File: src/rtl/io_stream_loader.sv
// Host-side stream loader: assembles narrow input beats into config, instruction and
// data memory words, starts the core, then streams the output region back per frame.
module io_stream_loader #(
    parameter int unsigned IN_WIDTH    = 16,
    parameter int unsigned OUT_WIDTH   = 8,
    parameter int unsigned WORD_WIDTH  = 32,
    parameter int unsigned ADDR_WIDTH  = 16,
    parameter int unsigned FRAME_WIDTH = 8
) (
    input  logic                   clk,
    input  logic                   rst_n,
    input  logic [IN_WIDTH-1:0]    in_data,
    input  logic                   in_vld,
    output logic                   in_rdy,
    output logic [ADDR_WIDTH-1:0]  instr_max_wadr,
    output logic [ADDR_WIDTH-1:0]  input_max_wadr,
    output logic [ADDR_WIDTH-1:0]  input_wadr_offset,
    output logic [ADDR_WIDTH-1:0]  output_max_adr,
    output logic [ADDR_WIDTH-1:0]  output_adr_offset,
    output logic                   cfg_done,
    output logic                   mem_wen,
    output logic                   mem_wsel,
    output logic [ADDR_WIDTH-1:0]  mem_wadr,
    output logic [WORD_WIDTH-1:0]  mem_wdata,
    output logic                   start,
    input  logic                   done,
    output logic                   mem_ren,
    output logic [ADDR_WIDTH-1:0]  mem_radr,
    input  logic [WORD_WIDTH-1:0]  mem_rdata,
    output logic [OUT_WIDTH-1:0]   out_data,
    output logic                   out_vld,
    input  logic                   out_rdy,
    output logic [FRAME_WIDTH-1:0] frame_cnt
);

    localparam int unsigned BEATS   = WORD_WIDTH / IN_WIDTH;
    localparam int unsigned CHUNKS  = WORD_WIDTH / OUT_WIDTH;
    localparam int unsigned BEAT_W  = (BEATS > 1) ? $clog2(BEATS) : 1;
    localparam int unsigned CHUNK_W = (CHUNKS > 1) ? $clog2(CHUNKS) : 1;

    typedef enum logic [2:0] {
        S_CFG   = 3'd0,
        S_INSTR = 3'd1,
        S_DATA  = 3'd2,
        S_RUN   = 3'd3,
        S_OUT   = 3'd4
    } state_t;

    state_t                state;
    logic [2:0]            cfg_idx;
    logic [BEAT_W-1:0]     beat_idx;
    logic [WORD_WIDTH-1:0] asm_word;
    logic [WORD_WIDTH-1:0] asm_next;
    logic [ADDR_WIDTH-1:0] wcnt;
    logic [ADDR_WIDTH-1:0] wcnt_inc;
    logic                  last_wr;
    logic                  rd_vld;
    logic [CHUNK_W-1:0]    chunk;
    logic [WORD_WIDTH-1:0] shreg;
    logic [WORD_WIDTH-1:0] shifted;
    logic                  accept;

    assign accept   = in_vld && in_rdy;
    assign wcnt_inc = wcnt + ADDR_WIDTH'(1);
    assign shifted  = shreg >> OUT_WIDTH;

    // Drop the current beat into its slot of the word under assembly.
    always_comb begin
        asm_next = asm_word;
        asm_next[int'(beat_idx) * int'(IN_WIDTH) +: IN_WIDTH] = in_data;
    end

    always_ff @(posedge clk or negedge rst_n) begin
        if (!rst_n) begin
            state             <= S_CFG;
            cfg_idx           <= '0;
            beat_idx          <= '0;
            asm_word          <= '0;
            wcnt              <= '0;
            last_wr           <= 1'b0;
            rd_vld            <= 1'b0;
            chunk             <= '0;
            shreg             <= '0;
            in_rdy            <= 1'b1;
            instr_max_wadr    <= '0;
            input_max_wadr    <= '0;
            input_wadr_offset <= '0;
            output_max_adr    <= '0;
            output_adr_offset <= '0;
            cfg_done          <= 1'b0;
            mem_wen           <= 1'b0;
            mem_wsel          <= 1'b0;
            mem_wadr          <= '0;
            mem_wdata         <= '0;
            start             <= 1'b0;
            mem_ren           <= 1'b0;
            mem_radr          <= '0;
            out_data          <= '0;
            out_vld           <= 1'b0;
            frame_cnt         <= '0;
        end else begin
            mem_wen <= 1'b0;
            start   <= 1'b0;
            mem_ren <= 1'b0;
            rd_vld  <= mem_ren;

            case (state)
                S_CFG: begin
                    if (accept) begin
                        case (cfg_idx)
                            3'd0:    instr_max_wadr    <= in_data[ADDR_WIDTH-1:0];
                            3'd1:    input_max_wadr    <= in_data[ADDR_WIDTH-1:0];
                            3'd2:    input_wadr_offset <= in_data[ADDR_WIDTH-1:0];
                            3'd3:    output_max_adr    <= in_data[ADDR_WIDTH-1:0];
                            default: output_adr_offset <= in_data[ADDR_WIDTH-1:0];
                        endcase
                        if (cfg_idx == 3'd4) begin
                            cfg_idx  <= '0;
                            cfg_done <= 1'b1;
                            state    <= S_INSTR;
                        end else begin
                            cfg_idx <= cfg_idx + 3'd1;
                        end
                    end
                end

                S_INSTR, S_DATA: begin
                    if (last_wr) begin
                        // Final data word was strobed last cycle; kick the core now.
                        last_wr <= 1'b0;
                        start   <= 1'b1;
                        state   <= S_RUN;
                    end else if (accept) begin
                        if (beat_idx == BEAT_W'(BEATS - 1)) begin
                            beat_idx  <= '0;
                            asm_word  <= '0;
                            mem_wen   <= 1'b1;
                            mem_wdata <= asm_next;
                            if (state == S_INSTR) begin
                                mem_wsel <= 1'b0;
                                mem_wadr <= wcnt;
                                if (wcnt == instr_max_wadr) begin
                                    wcnt  <= '0;
                                    state <= S_DATA;
                                end else begin
                                    wcnt <= wcnt_inc;
                                end
                            end else begin
                                mem_wsel <= 1'b1;
                                mem_wadr <= input_wadr_offset + wcnt;
                                if (wcnt == input_max_wadr) begin
                                    wcnt    <= '0;
                                    in_rdy  <= 1'b0;
                                    last_wr <= 1'b1;
                                end else begin
                                    wcnt <= wcnt_inc;
                                end
                            end
                        end else begin
                            beat_idx <= beat_idx + BEAT_W'(1);
                            asm_word <= asm_next;
                        end
                    end
                end

                S_RUN: begin
                    if (done) begin
                        state    <= S_OUT;
                        wcnt     <= '0;
                        mem_ren  <= 1'b1;
                        mem_radr <= output_adr_offset;
                    end
                end

                S_OUT: begin
                    if (rd_vld) begin
                        shreg    <= mem_rdata;
                        out_data <= mem_rdata[OUT_WIDTH-1:0];
                        out_vld  <= 1'b1;
                        chunk    <= '0;
                    end else if (out_vld && out_rdy) begin
                        if (chunk == CHUNK_W'(CHUNKS - 1)) begin
                            out_vld <= 1'b0;
                            if (wcnt == output_max_adr) begin
                                wcnt      <= '0;
                                frame_cnt <= frame_cnt + FRAME_WIDTH'(1);
                                in_rdy    <= 1'b1;
                                state     <= S_DATA;
                            end else begin
                                wcnt     <= wcnt_inc;
                                mem_ren  <= 1'b1;
                                mem_radr <= output_adr_offset + wcnt_inc;
                            end
                        end else begin
                            shreg    <= shifted;
                            out_data <= shifted[OUT_WIDTH-1:0];
                            chunk    <= chunk + CHUNK_W'(1);
                        end
                    end
                end

                default: begin
                    state  <= S_CFG;
                    in_rdy <= 1'b1;
                end
            endcase
        end
    end

endmodule
File: config.mk
export PLATFORM = sky130hd
export DESIGN_NAME = io_stream_loader
export DESIGN_NICKNAME = d
export VERILOG_FILES = /design/src/rtl/io_stream_loader.sv
export SDC_FILE = /design/constraint.sdc
export NUM_CORES = 1
export LEC_CHECK = 0
export BUFFER_PORTS_ARGS = -buffer_cell sky130_fd_sc_hd__buf_2
export CORE_UTILIZATION = 55
export DETAILED_ROUTE_END_ITERATION = 16
export PLACE_DENSITY = 0.88
export SLEW_MARGIN = 0
export SYNTH_ARGS = -nofsm -noshare
export SYNTH_HDL_FRONTEND = slang
export SYNTH_SLANG_ARGS = --single-unit
File: constraint.sdc
create_clock -name clk -period 6.4 [get_ports clk]
set_clock_uncertainty 0.2 [all_clocks]
set_input_delay 1.28 -clock clk [delete_from_list [all_inputs] [get_ports clk]]
set_output_delay 1.28 -clock clk [all_outputs]
set_load 0.02 [all_outputs]
==> results.md <==
* 1,600 — number of fillers in the final layout
* 53 — Site Rows
* 2470 ps — Setup Slack @ Placement
* 0.932 — routability-driven placement congestion ratio
* 20.6 um — routed len/inst
* 233 x nand2_1, 233 x dfrtp_1, 218 x buf_2 — commonest cells after routing, fill and taps aside
* flip-flop — element type at the critical path start
* 0 — number of antenna repair diodes
* 0 — total count of hold-check failures in the final report
* false — RSZ-0062 raised after global routing
* 5610 sq um — area occupied by multi-input gates
* flip-flop to flip-flop — Hold/Removal Path Class
* 0.000383 V — Peak supply drop
* 1 — antenna violations before repair
* dfrtp_1 — Most used DFF post-synth
* 52,700 um — global-route wire length before repair
* yes — clock tree from TritonCTS
* 0 — GRT overflow
* 9.98 sq um — mean post-synth cell area
* 0 — max-slew violation total from the final report
* 1,292 — Synthesized Nets
* 4100 ps — endpoint arrival time on the critical path
* 255 MHz — highest attainable clock frequency
* finished clean — status
* 15.5% — worst slew slack as a fraction of its limit
* 2480 ps — worst setup slack after layout
* 540 ps — clock latency on the worst-skew pair
* dfrtp_1 — cell type of the slowest stage on the worst timing path
* 3920 ps — time the worst path needs with I/O delays and setup
* 61 — synth unique cells
* 34,400 um — Final Routed Wirelength
* 149 um — die span in x
* 5860 sq um — Reg area
* dfrtp_1 49%, mux2_2 7.7%, nand2_1 7.3%, ha_1 4.4%, xor2_1 4.4% — leading cell types by total area after synthesis
* 21,200 sq um — area of the core
* 1,195 — post-synthesis cell count
* flip-flop to flip-flop — Crit Path Class
* 220 — number of top-level pins
* 30.8% — Overall Global Routing Usage
* simple AND/OR/NAND/NOR gates — family with the most delay on the worst path
* 23,400 um — DP Wirelength
* clkbuf_16 — CTS Root Buffer Type
* 16.7% — Syn-to-layout area delta
* 524 nW/um^2 — power density over cell area
* 5.99 — vias per std cell
* 0 ps — TNS Setup
* 219 — number of buffer cells added on primary ports
* 100% — share of synthesized registers carrying an async set or reset
* 234 — total of flip-flops plus latches after synthesis
* ha_1 > nand3_1 > nor2_1 > and3_1 > nand2_1 > nor2_1 > xnor2_1 > ha_1 > and3_1 > o211ai_1 > a31oi_1 > xor2_1 > nor2_2 > xnor2_1 > a21oi_1 — Critical Path, Cell by Cell
* 3 — number of buffers between clock root and the deepest sink
* 119 — largest net degree at the start of global routing
* 0 — total setup violations reported at the end of the flow
* 5 — 1st-pass router iterations
* dfrtp_1 — Synth area leader
* 182 ps — worst hold margin
* 149 um — Die Ht
* 9,747 — number of global-route vias before repair
* 0 — number of gates resized after cts
* 1 — deepest level of the CTS H-tree
* 680 ps — max incr delay on CP
* 9 — crit path max fanout
* 7.22 nW — leakage
* 65.8% — post-layout utilization of the core
* flip-flop — endpoint type of the worst setup path
* 11,900 sq um — Netlist Area Pre-Place
* 60 ps — clock edge transition at the registers on the reported setup and hold paths
* 0 — number of buffers inserted to repair setup after CTS
* 26.4% — fraction of layout instances using a drive strength above 1
* 49.1% — sequential-to-total area share from yosys stat
* 0 — Syn. warnings
* 6580 ps — required time at the worst-slack endpoint
* 48.9% — portion of synthesized cell area occupied by the leading cell type
* 1260 ps — slew at the pin closest to its max-slew limit
* 0 — number of synthesized flops with an enable pin
* 1,470 — nets
* 61.2% — share of the clock period used by the worst path after layout
* 0 — worst path buffer plus inverter count
* 0 — residual DRC count
* 856 — DR iter-0 viols
* 56.4% — starting density of the core
* 234 — clk sinks
* 0 — number of max-cap violations
* 9,977 — total via count in the routed design
* 0 — Detail Route Antenna Nets
* 0 — number of hold buffers added after CTS
* 22,300 sq um — Die ar.
* 25 — number of CTS-inserted buffers
worst paths after layout:
check	cells after the start	slack [ps]	from	to
min in group asynchronous	1	620	rst_n	mem_wdata[28]$_DFFE_PN0P_
max in group asynchronous	2	4220	rst_n	frame_cnt[3]$_DFFE_PN0P_
min	0	180	mem_ren$_DFF_PN0_	rd_vld$_DFF_PN0_
max	15	2480	wcnt[0]$_DFFE_PN0P_	mem_radr[15]$_DFFE_PN0P_
min reg2reg	0	180	mem_ren$_DFF_PN0_	rd_vld$_DFF_PN0_
max reg2reg	15	2480	wcnt[0]$_DFFE_PN0P_	mem_radr[15]$_DFFE_PN0P_
state kept, by name, summed over array words and instances, names as in the netlist, 2 cells and up:
name,flops
out_data,7
chunk,2
state,3
mem_wdata,32
instr_max_wadr,16
cfg_idx,3
input_wadr_offset,16
output_adr_offset,16
output_max_adr,16
mem_radr,16
frame_cnt,8
wcnt,16
shreg,25
mem_wadr,16
asm_word,16
input_max_wadr,16
through the flow:
step           area (sq um)  power [W]  std cells
2_1_floorplan         11900    0.00468       1195
3_3_place_gp          13100    0.00560       1621
3_5_place_dp          13100    0.00575       1621
4_1_cts               13900    0.00725       1667
5_1_grt               13900    0.00767       1667
6_report              13900    0.00729       1667
final cells by class:
type	instances	share of cell area, %
tap	275	2.47
sequential	234	42.1
clock inverter	13	0.881
timing repair buffer	226	8.41
inverter	30	0.809
multi-input combinational	856	40.3
clock buffer	33	5.07
cells by family after synthesis:
kind of cell	count (synthesis)	synth area share, %
compound gates	198	9.93
fa+ha+maj	44	4.74
xor+xnor	88	6.46
flops	234	49.1
mux	108	9.92
simple gates	418	15.8
buf+inv	105	4.04
layer usage:
layer | up-vias | share of wire (%) | GRT usage [%]
met1 | 4784 | 38 | 40.0
met2 | 591 | 47 | 48.5
met5 | - | 0 | 0
met4 | 0 | 5.6 | 18.5
met3 | 158 | 9.4 | 5.14
li1 | 4444 | - | -
synthesized netlist by cell type, drive strengths merged, types with 5 or more instances:
library cell	count
dfrtp	233
nand2	233
mux2	82
o21ai	70
nor2	69
xor2	60
a21oi	51
ha	42
buf	41
clkbuf	34
inv	30
xnor2	28
mux2i	26
nand3b	21
nand3	19
nor3	18
a31oi	17
nor4	15
and3	11
a21o	9
a22o	8
nand4	8
o22ai	8
o21bai	5
where the power goes:
group | internal [W] | switching, W
Sequential | 0.00203 | 0.000629
Combinational | 0.00123 | 0.00195
Clock | 0.000857 | 0.000604
Total | 0.00411 | 0.00318
Power figures use the tool's default switching activity.
